**src/rtl/ddr_outbuf.sv**
```systemverilog
// rtl/ddr_outbuf.sv - DDR output pad buffer: sample-pair FIFO, prime/run/idle control, registered pad outputs
module ddr_outbuf #(
    parameter int               WIDTH       = 32,
    parameter int               DEPTH       = 4,
    parameter int               PRIME_LEVEL = 2,
    parameter logic [WIDTH-1:0] IDLE_VALUE  = '0
) (
    input  logic                       clk,
    input  logic                       reset_n,
    input  logic                       enable,
    input  logic                       in_valid,
    output logic                       in_ready,
    input  logic [WIDTH-1:0]           in_d0,
    input  logic [WIDTH-1:0]           in_d1,
    output logic [WIDTH-1:0]           pad_d0,
    output logic [WIDTH-1:0]           pad_d1,
    output logic                       pad_oe,
    output logic                       busy,
    output logic [$clog2(DEPTH):0]     level,
    output logic                       underrun,
    input  logic                       clear_underrun
);

    localparam int PW = (DEPTH > 1) ? $clog2(DEPTH) : 1;
    localparam int LW = $clog2(DEPTH) + 1;

    typedef enum logic [1:0] {
        S_IDLE  = 2'd0,
        S_PRIME = 2'd1,
        S_RUN   = 2'd2
    } state_t;

    state_t            state_q, state_d;
    logic [LW-1:0]     level_q, level_d, level_after;
    logic [PW-1:0]     wr_ptr_q, wr_ptr_d, rd_ptr_q, rd_ptr_d;
    logic [WIDTH-1:0]  pad_d0_q, pad_d0_d, pad_d1_q, pad_d1_d;
    logic              pad_oe_q, pad_oe_d;
    logic              underrun_q, underrun_d;
    logic              push, pop;

    logic [WIDTH-1:0]  mem_d0 [DEPTH];
    logic [WIDTH-1:0]  mem_d1 [DEPTH];

    // Gating with reset_n keeps the source stalled while the block is held in reset.
    assign in_ready    = reset_n && enable && (level_q < LW'(DEPTH));
    assign push        = in_valid && in_ready;
    assign pop         = (state_q == S_RUN) && enable && (level_q != '0);
    assign level_after = level_q + LW'(push);

    always_comb begin
        state_d    = state_q;
        level_d    = level_q + LW'(push) - LW'(pop);
        wr_ptr_d   = push ? wr_ptr_q + PW'(1) : wr_ptr_q;
        rd_ptr_d   = pop  ? rd_ptr_q + PW'(1) : rd_ptr_q;
        underrun_d = underrun_q;

        case (state_q)
            S_IDLE:  if (enable) state_d = S_PRIME;
            S_PRIME: if (level_after >= LW'(PRIME_LEVEL)) state_d = S_RUN;
            S_RUN:   state_d = S_RUN;
            default: state_d = S_IDLE;
        endcase

        if (!enable) begin
            state_d  = S_IDLE;
            level_d  = '0;
            wr_ptr_d = '0;
            rd_ptr_d = '0;
        end

        // Set has priority over clear so an ongoing underrun is never lost.
        if ((state_q == S_RUN) && (level_q == '0)) begin
            underrun_d = 1'b1;
        end else if (clear_underrun) begin
            underrun_d = 1'b0;
        end

        pad_oe_d = (state_d == S_RUN);
        if (state_d != S_RUN) begin
            pad_d0_d = IDLE_VALUE;
            pad_d1_d = IDLE_VALUE;
        end else if (pop) begin
            pad_d0_d = mem_d0[rd_ptr_q];
            pad_d1_d = mem_d1[rd_ptr_q];
        end else begin
            pad_d0_d = pad_d0_q;
            pad_d1_d = pad_d1_q;
        end
    end

    always_ff @(posedge clk or negedge reset_n) begin
        if (!reset_n) begin
            state_q    <= S_IDLE;
            level_q    <= '0;
            wr_ptr_q   <= '0;
            rd_ptr_q   <= '0;
            pad_d0_q   <= IDLE_VALUE;
            pad_d1_q   <= IDLE_VALUE;
            pad_oe_q   <= 1'b0;
            underrun_q <= 1'b0;
        end else begin
            state_q    <= state_d;
            level_q    <= level_d;
            wr_ptr_q   <= wr_ptr_d;
            rd_ptr_q   <= rd_ptr_d;
            pad_d0_q   <= pad_d0_d;
            pad_d1_q   <= pad_d1_d;
            pad_oe_q   <= pad_oe_d;
            underrun_q <= underrun_d;
        end
    end

    always_ff @(posedge clk) begin
        if (push) begin
            mem_d0[wr_ptr_q] <= in_d0;
            mem_d1[wr_ptr_q] <= in_d1;
        end
    end

    assign pad_d0   = pad_d0_q;
    assign pad_d1   = pad_d1_q;
    assign pad_oe   = pad_oe_q;
    assign busy     = (state_q != S_IDLE);
    assign level    = level_q;
    assign underrun = underrun_q;

endmodule
```
**config.mk**
```make
export PLATFORM = sky130hd
export DESIGN_NAME = ddr_outbuf
export DESIGN_NICKNAME = d
export VERILOG_FILES = /design/src/rtl/ddr_outbuf.sv
export SDC_FILE = /design/constraint.sdc
export NUM_CORES = 1
export LEC_CHECK = 0
export CAP_MARGIN = 40
export CORE_MARGIN = 3
export CORE_UTILIZATION = 35
export CTS_BUF_LIST = sky130_fd_sc_hd__clkbuf_4 sky130_fd_sc_hd__clkbuf_8
export DETAILED_ROUTE_END_ITERATION = 8
export GPL_TIMING_DRIVEN = 0
export PLACE_DENSITY_LB_ADDON = 0.12
export REMOVE_ABC_BUFFERS = 1
export SLEW_MARGIN = 20
export SYNTH_ARGS = -nofsm -noshare
export SYNTH_HDL_FRONTEND = slang
export SYNTH_SLANG_ARGS = --single-unit
```
**constraint.sdc**
```tcl
create_clock -name clk -period 3.6 [get_ports clk]
set_input_delay 0.9 -clock clk [delete_from_list [all_inputs] [get_ports clk]]
set_output_delay 0.9 -clock clk [all_outputs]
set_load 0.1 [all_outputs]
```
==> results of run 1 <==
cells in the mapped netlist, drive strengths merged, types with 4 or more instances:
library cell  count
nand3            64
mux4             64
and2              4
dfrtp            75
nand2             6
o21ai            67
ha                8
clkbuf           30
a22oi            64
buf              28
inv               8
nor2              5
edfxtp          256
stage by stage:
stage / setup slack (ns) / setup TNS [ns]
after CTS: 0.196 / 0
after floorplan: -1.34 / -88.35
after detailed placement: -0.374 / -10.25
after global placement: -8.70 / -2062.81
final: 0.215 / 0
after global routing: 0.0604 / 0
logic make-up after synthesis:
| family | Yosys count | share of synthesized area |
|---|---|---|
| compound gates | 137 | 0.0671 |
| xor+xnor | 2 | 0.00137 |
| fa+ha+maj | 8 | 0.00784 |
| buf+inv | 66 | 0.0253 |
| flops | 331 | 0.749 |
| mux | 64 | 0.113 |
| simple gates | 89 | 0.0362 |
worst paths after layout:
kind,endpoint,cells past startpoint
worst max-delay path,in_ready,5
worst min-delay path,pad_d0[17]$_DFFE_PN0P_,1
worst max register to register,pad_d1[19]$_DFFE_PN0P_,9
worst min register to register,underrun$_DFFE_PN0P_,2
max in group asynchronous,pad_d0[4]$_DFFE_PN0P_,2
min in group clk,underrun$_DFFE_PN0P_,2
per-layer routing:
metal	part of all wire	wire (um)	vias to the layer above
met5	0.00042	13	-
met4	0.021	648	2
met3	0.052	1590	45
met2	0.49	15000	197
met1	0.44	13600	3761
li1	-	-	3295
state kept, by name, indices dropped and copies added, names as in the netlist:
| name | count |
|---|---|
| mem_d0 | 128 |
| mem_d1 | 128 |
| pad_d0 | 32 |
| pad_d1 | 32 |
| level | 3 |
| rd_ptr_q | 2 |
| state_q | 2 |
| wr_ptr_q | 2 |
| pad_oe | 1 |
| underrun | 1 |
area by class of cell:
cell class | count | area (um^2)
Antenna cell | 1 | 2.50
Clock buffer | 84 | 1030
Clock inverter | 18 | 90.1
Fill cell | 3068 | 18500
Inverter | 8 | 30.0
Multi-Input combinational cell | 300 | 2920
Sequential cell | 331 | 9570
Tap cell | 461 | 577
Timing Repair Buffer | 236 | 3020
power groups by stage:
stage	combinational [mW]	sequential (mW)	clock, mW
3_3_place_gp	0.256	4.26	0
5_1_grt	0.321	4.18	3.58
2_1_floorplan	0.0793	4.26	0
6_report	0.295	4.18	3.29
3_5_place_dp	0.301	4.26	0
4_1_cts	0.302	4.18	3.41
==> flow_summary_export.csv, run 1 <==
group,metric,value,unit
worst_setup_path,criticalPathCategory,"input port to output port",
worst_setup_path,setup.worst_path.start,"enable",
yosys,synthTopCellsByArea,"edfxtp_1 60%, dfrtp_1 15%, mux4_2 11%",
floorplan,core-area,35700,um^2
grt,grt_max_degree,45,
power_and_ir_drop,p_leak,5.79,nW
grt,met3_usage,0.0356,
finish,utilization,0.482,
detailed_routing,drtAntennaViolNets,0,
clock_tree,ctsHoldBuffers,0,
clock_tree,cts_buffers,54,
floorplan,die-area,38800,um^2
sta,relSlewSlack,0.594,
power_and_ir_drop,combPwrFrac,0.038,
yosys,yosysWarnings,0,
grt,antenna_found_initial,2,
floorplan,num_rows,69,
grt,grt.overflow.total,0,
sta,max_freq,0.295,GHz
clock_tree,clk_path_buf_depth,3,
sta,finalClockSkew,0.0193,ns
finish,final_nets,1008,
run_status,outcome,"finished, final reports clean",
worst_setup_path,regToRegSetupSlack,0.71,ns
clock_tree,h-tree-depth,2,
sta,hold_violations,0,
detailed_routing,viasPerCell,5.07,
grt,use_met2,0.256,
placed_design,dp_cells,1336,
power_and_ir_drop,switchingPower,1.64,mW
power_and_ir_drop,p_total,7.77,mW
sta,grt_setup_unrepaired,"false",
worst_setup_path,cp-start-kind,"input port",
detailed_routing,vias,7300,
finish,area_growth,35.0,%
yosys,synth_cells,697,
sta,worst_pin_slew,0.609,ns
power_and_ir_drop,p_sw_frac,0.212,
yosys,synth_ff_type,"edfxtp_1",
grt,grt-busiest-layer,"met2",
worst_setup_path,cpMostUsedCell,"clkdlybuf4s50_1",
clock_tree,cts_resized,0,
power_and_ir_drop,ir_drop,0.365,mV
detailed_routing,drt_iter0_drc,421,
clock_tree,clockRootBuffer,"clkbuf_8",
detailed_routing,drc_errors,0,
worst_setup_path,crit_path_top_delay_cell,"clkdlybuf4s50_1",
placed_design,dpl_cell_area,16100,um^2
worst_setup_path,cp.arrival,2.49,ns
grt,first_global_vias,7951,
grt,grt_first_pass_wirelength,47400,um
yosys,synth_area_leader_cell,"edfxtp_1",
power_and_ir_drop,p_per_area,451,nW/um^2
power_and_ir_drop,p_int,6.12,mW
detailed_routing,wl_per_cell,21.4,um
finish,fin_cells,1439,
grt,grtUsageTotal,0.162,
detailed_routing,routed_wl,30800,um
yosys,synth_area,12800,um^2
clock_tree,cts_tree,"yes",
min_path,worstHoldPathType,"input port to asynchronous set/reset pin",
grt,met1_usage,0.227,
sta,fin_crit_sh,0.940,
worst_setup_path,max_stage_delay,0.68,ns
placed_design,placement.io_buffers,139,
floorplan,die_y,197,um
finish,finish.instance_area,17200,um^2
yosys,async_flop_share,0.227,
sta,period_needed,3.39,ns
clock_tree,clk_pin_slew,0.06,ns
yosys,synth.avg_cell_area,18.3,um^2
floorplan,die_w,197,um
finish,final_common_cell,"edfxtp_1",
yosys,synth.top_cell.area_share,0.602,
clock_tree,clkLatencyLatePin,0.62,ns
floorplan,ios,140,
clock_tree,cts.sinks,331,
sta,finalSetupViolCount,0,
worst_setup_path,end_kind,"output port",
placed_design,gp_congestion,0.675,
clock_tree,postCtsSetupRepairBufs,0,
worst_setup_path,path_max_fanout,8,
yosys,synth-edff-count,256,
placed_design,dpl.hpwl,18000,um
worst_setup_path,crit_buf_inv,3,
detailed_routing,firstDrtPassIters,4,
floorplan,initial_core_util,0.357,
finish,layout_common_cells,"256 x edfxtp_1, 138 x clkdlybuf4s50_1, 76 x buf_8, 73 x dfrtp_1, 67 x o21ai_0",
power_and_ir_drop,clkPwrFrac,0.424,
finish,drive_above_1_share,0.275,
yosys,ys_seq_area_frac,0.749,
sta,fin_hold_ws,0.189,ns
yosys,synth_cell_types,32,
worst_setup_path,cp_cell_sequence,"clkdlybuf4s50_1 -> nand2_1 -> nor2_1 -> clkdlybuf4s50_1 -> buf_8",
power_and_ir_drop,seqPwrFrac,0.538,
job,maxCapViolCount,0,
sta,slew_violations,0,
worst_setup_path,cp_top_family,"buffers and inverters",
worst_setup_path,crit_required,2.70,ns
worst_setup_path,reg2reg_from,"level[2]$_DFF_PN0_",
yosys,synth-seq-cells,331,
No activity file was read; power rests on OpenSTA's default activity.
==> run 2: changes to the inputs <==
Settings changed: SETUP_SLACK_MARGIN set to 0.3.
Clock period 3.6 ns to 3.4 ns, I/O delays scaled along.
==> run 2 against run 1 <==
Compared with the run above:
- core utilization rose by 0.16 points
- clock skew fell by 0.0015 ns
- sequential share of layout area fell by 0.18 points
- cell area rose by 0.33%
- worst setup slack improved by 0.17 ns
- clock-buffer cell count did not move
- critical path depth did not move
- die area did not move
- via count barely moved
- routed wire length rose by 0.98%
- hold slack got worse by 0.11 ns
==> flow_summary_export.csv, run 2 (synthesis results as in run 1) <==
group,metric,value,unit
finish,drive_above_1_share,0.278,
run_status,outcome,"finished, final reports clean",
grt,met1_usage,0.227,
finish,final_nets,1009,
power_and_ir_drop,p_total,8.23,mW
worst_setup_path,setup.worst_path.start,"enable",
detailed_routing,drc_errors,0,
worst_setup_path,r2r_end,"pad_d1[19]$_DFFE_PN0P_",
sta,hold_violations,0,
clock_tree,clk_path_buf_depth,3,
finish,area_growth,35.5,%
grt,use_met2,0.259,
finish,regArea,9570,um^2
sta,finalSetupViolCount,0,
grt,grtUsageTotal,0.164,
grt,grt_max_degree,41,
grt,antenna_found_initial,2,
sta,slew_violations,0,
sta,final.setup.tns,0,ns
clock_tree,clk_pin_slew,0.06,ns
placed_design,post-place-ws,-0.524,ns
clock_tree,cts.sinks,331,
floorplan,die_y,197,um
floorplan,die_w,197,um
clock_tree,ctsHoldBuffers,0,
finish,fin_cells,1440,
job,maxCapViolCount,0,
finish,top_regs,"mem_d0 x128, mem_d1 x128",
power_and_ir_drop,p_leak,5.81,nW
clock_tree,h-tree-depth,2,
sta,grt_setup_unrepaired,"false",
grt,grt.overflow.total,0,
grt,grt_first_pass_wirelength,47700,um
placed_design,placement.io_buffers,139,
power_and_ir_drop,p_per_area,476,nW/um^2
min_path,worstHoldPathType,"input port to asynchronous set/reset pin",
detailed_routing,drt_iter0_drc,414,
detailed_routing,wl_per_cell,21.6,um
clock_tree,cts_buffers,54,
worst_setup_path,r2r_cells,9,
grt,first_global_vias,7965,
worst_setup_path,end_kind,"output port",
clock_tree,clkLatencyLatePin,0.62,ns
detailed_routing,firstDrtPassIters,4,
sta,fin_crit_sh,0.888,
sta,worst_pin_slew,0.605,ns
worst_setup_path,criticalPathCategory,"input port to output port",
detailed_routing,drtAntennaViolNets,0,
sta,setup_ws,0.382,ns
grt,met3_usage,0.0368,
finish,multi_input_area,2930,um^2
sta,finalClockSkew,0.0179,ns
worst_setup_path,crit_required,2.55,ns
worst_setup_path,reg2reg_from,"level[2]$_DFF_PN0_",
floorplan,core-area,35700,um^2
worst_setup_path,cp-start-kind,"input port",
grt,grt-busiest-layer,"met2",
sta,relSlewSlack,0.597,
finish,layout_common_cells,"256 x edfxtp_1, 137 x clkdlybuf4s50_1, 76 x buf_8, 73 x dfrtp_1, 67 x o21ai_0",
detailed_routing,vias,7305,
floorplan,die-area,38800,um^2
detailed_routing,viasPerCell,5.07,
clock_tree,clockRootBuffer,"clkbuf_8",
power_and_ir_drop,ir_drop,0.387,mV
sta,period_needed,3.02,ns
placed_design,dp_cells,1336,
floorplan,num_rows,69,
sta,max_freq,0.331,GHz
worst_setup_path,path_max_fanout,8,
placed_design,gp_congestion,0.675,
detailed_routing,routed_wl,31100,um
floorplan,initial_core_util,0.357,
clock_tree,cts_tree,"yes",
worst_setup_path,endpoint,"in_ready",
finish,fillers,3063,
worst_setup_path,cp.arrival,2.17,ns
finish,final_common_cell,"edfxtp_1",
placed_design,dpl.hpwl,18000,um
worst_setup_path,regToRegSetupSlack,0.62,ns
floorplan,ios,140,
[run 2: timing repair]
| item | 4_1_cts | 5_1_grt |
|---|---|---|
| cloned | 1 | 0 |
| pin swaps | 0 | 0 |
| resized for setup | 3 | 3 |
| setup buffers | 0 | 0 |
| setup endpoints to repair | 20 | 20 |
[run 2: metal layers]
metal	vias up	part of all wire
met5	-	0.00042
met1	3779	0.44
met4	2	0.020
li1	3298	-
met3	45	0.050
met2	181	0.49
[run 2: cell type report]
class / count / area share
Tap cell: 461 / 0.0334
Clock buffer: 84 / 0.0596
Sequential cell: 331 / 0.554
Multi-Input combinational cell: 300 / 0.169
Antenna cell: 1 / 0.000145
Inverter: 8 / 0.00174
Timing Repair Buffer: 237 / 0.177
Clock inverter: 18 / 0.00521
[run 2: worst min-delay path by stage]
stage | start | to | slack, ns | cells after the start
6_report | reset_n | pad_d0[17]$_DFFE_PN0P_ | 0.08 | 1
5_1_grt | reset_n | pad_d0[31]$_DFFE_PN0P_ | 0.04 | 1
4_1_cts | reset_n | pad_d1[4]$_DFFE_PN0P_ | 0.03 | 1
3_5_place_dp | underrun$_DFFE_PN0P_ | underrun$_DFFE_PN0P_ | 0.52 | 2
3_3_place_gp | underrun$_DFFE_PN0P_ | underrun$_DFFE_PN0P_ | 0.52 | 2
2_1_floorplan | wr_ptr_q[0]$_DFFE_PN0P_ | wr_ptr_q[0]$_DFFE_PN0P_ | 0.54 | 2
[run 2: metrics by stage]
stage	utilization	hold WS (ns)	instance area (um^2)
global placement	0.404	0.518	14400
finish	0.484	0.0791	17300
floorplan	-	0.545	12500
CTS	0.483	0.0346	17300
global route	0.484	0.0390	17300
detailed placement	0.451	0.519	16100
[run 2: report_power, final]
part           switching (mW)  internal, mW
Combinational           0.181         0.141
Clock                    1.55          1.93
Sequential             0.0123          4.41
Total                    1.74          6.49
[run 2: worst max-delay path, cell delays in order]
cell	delay (ns)
dlygate4sd2_1	0.41
nand2_1	0.09
nor2_1	0.09
clkdlybuf4s50_1	0.52
buf_8	0.20
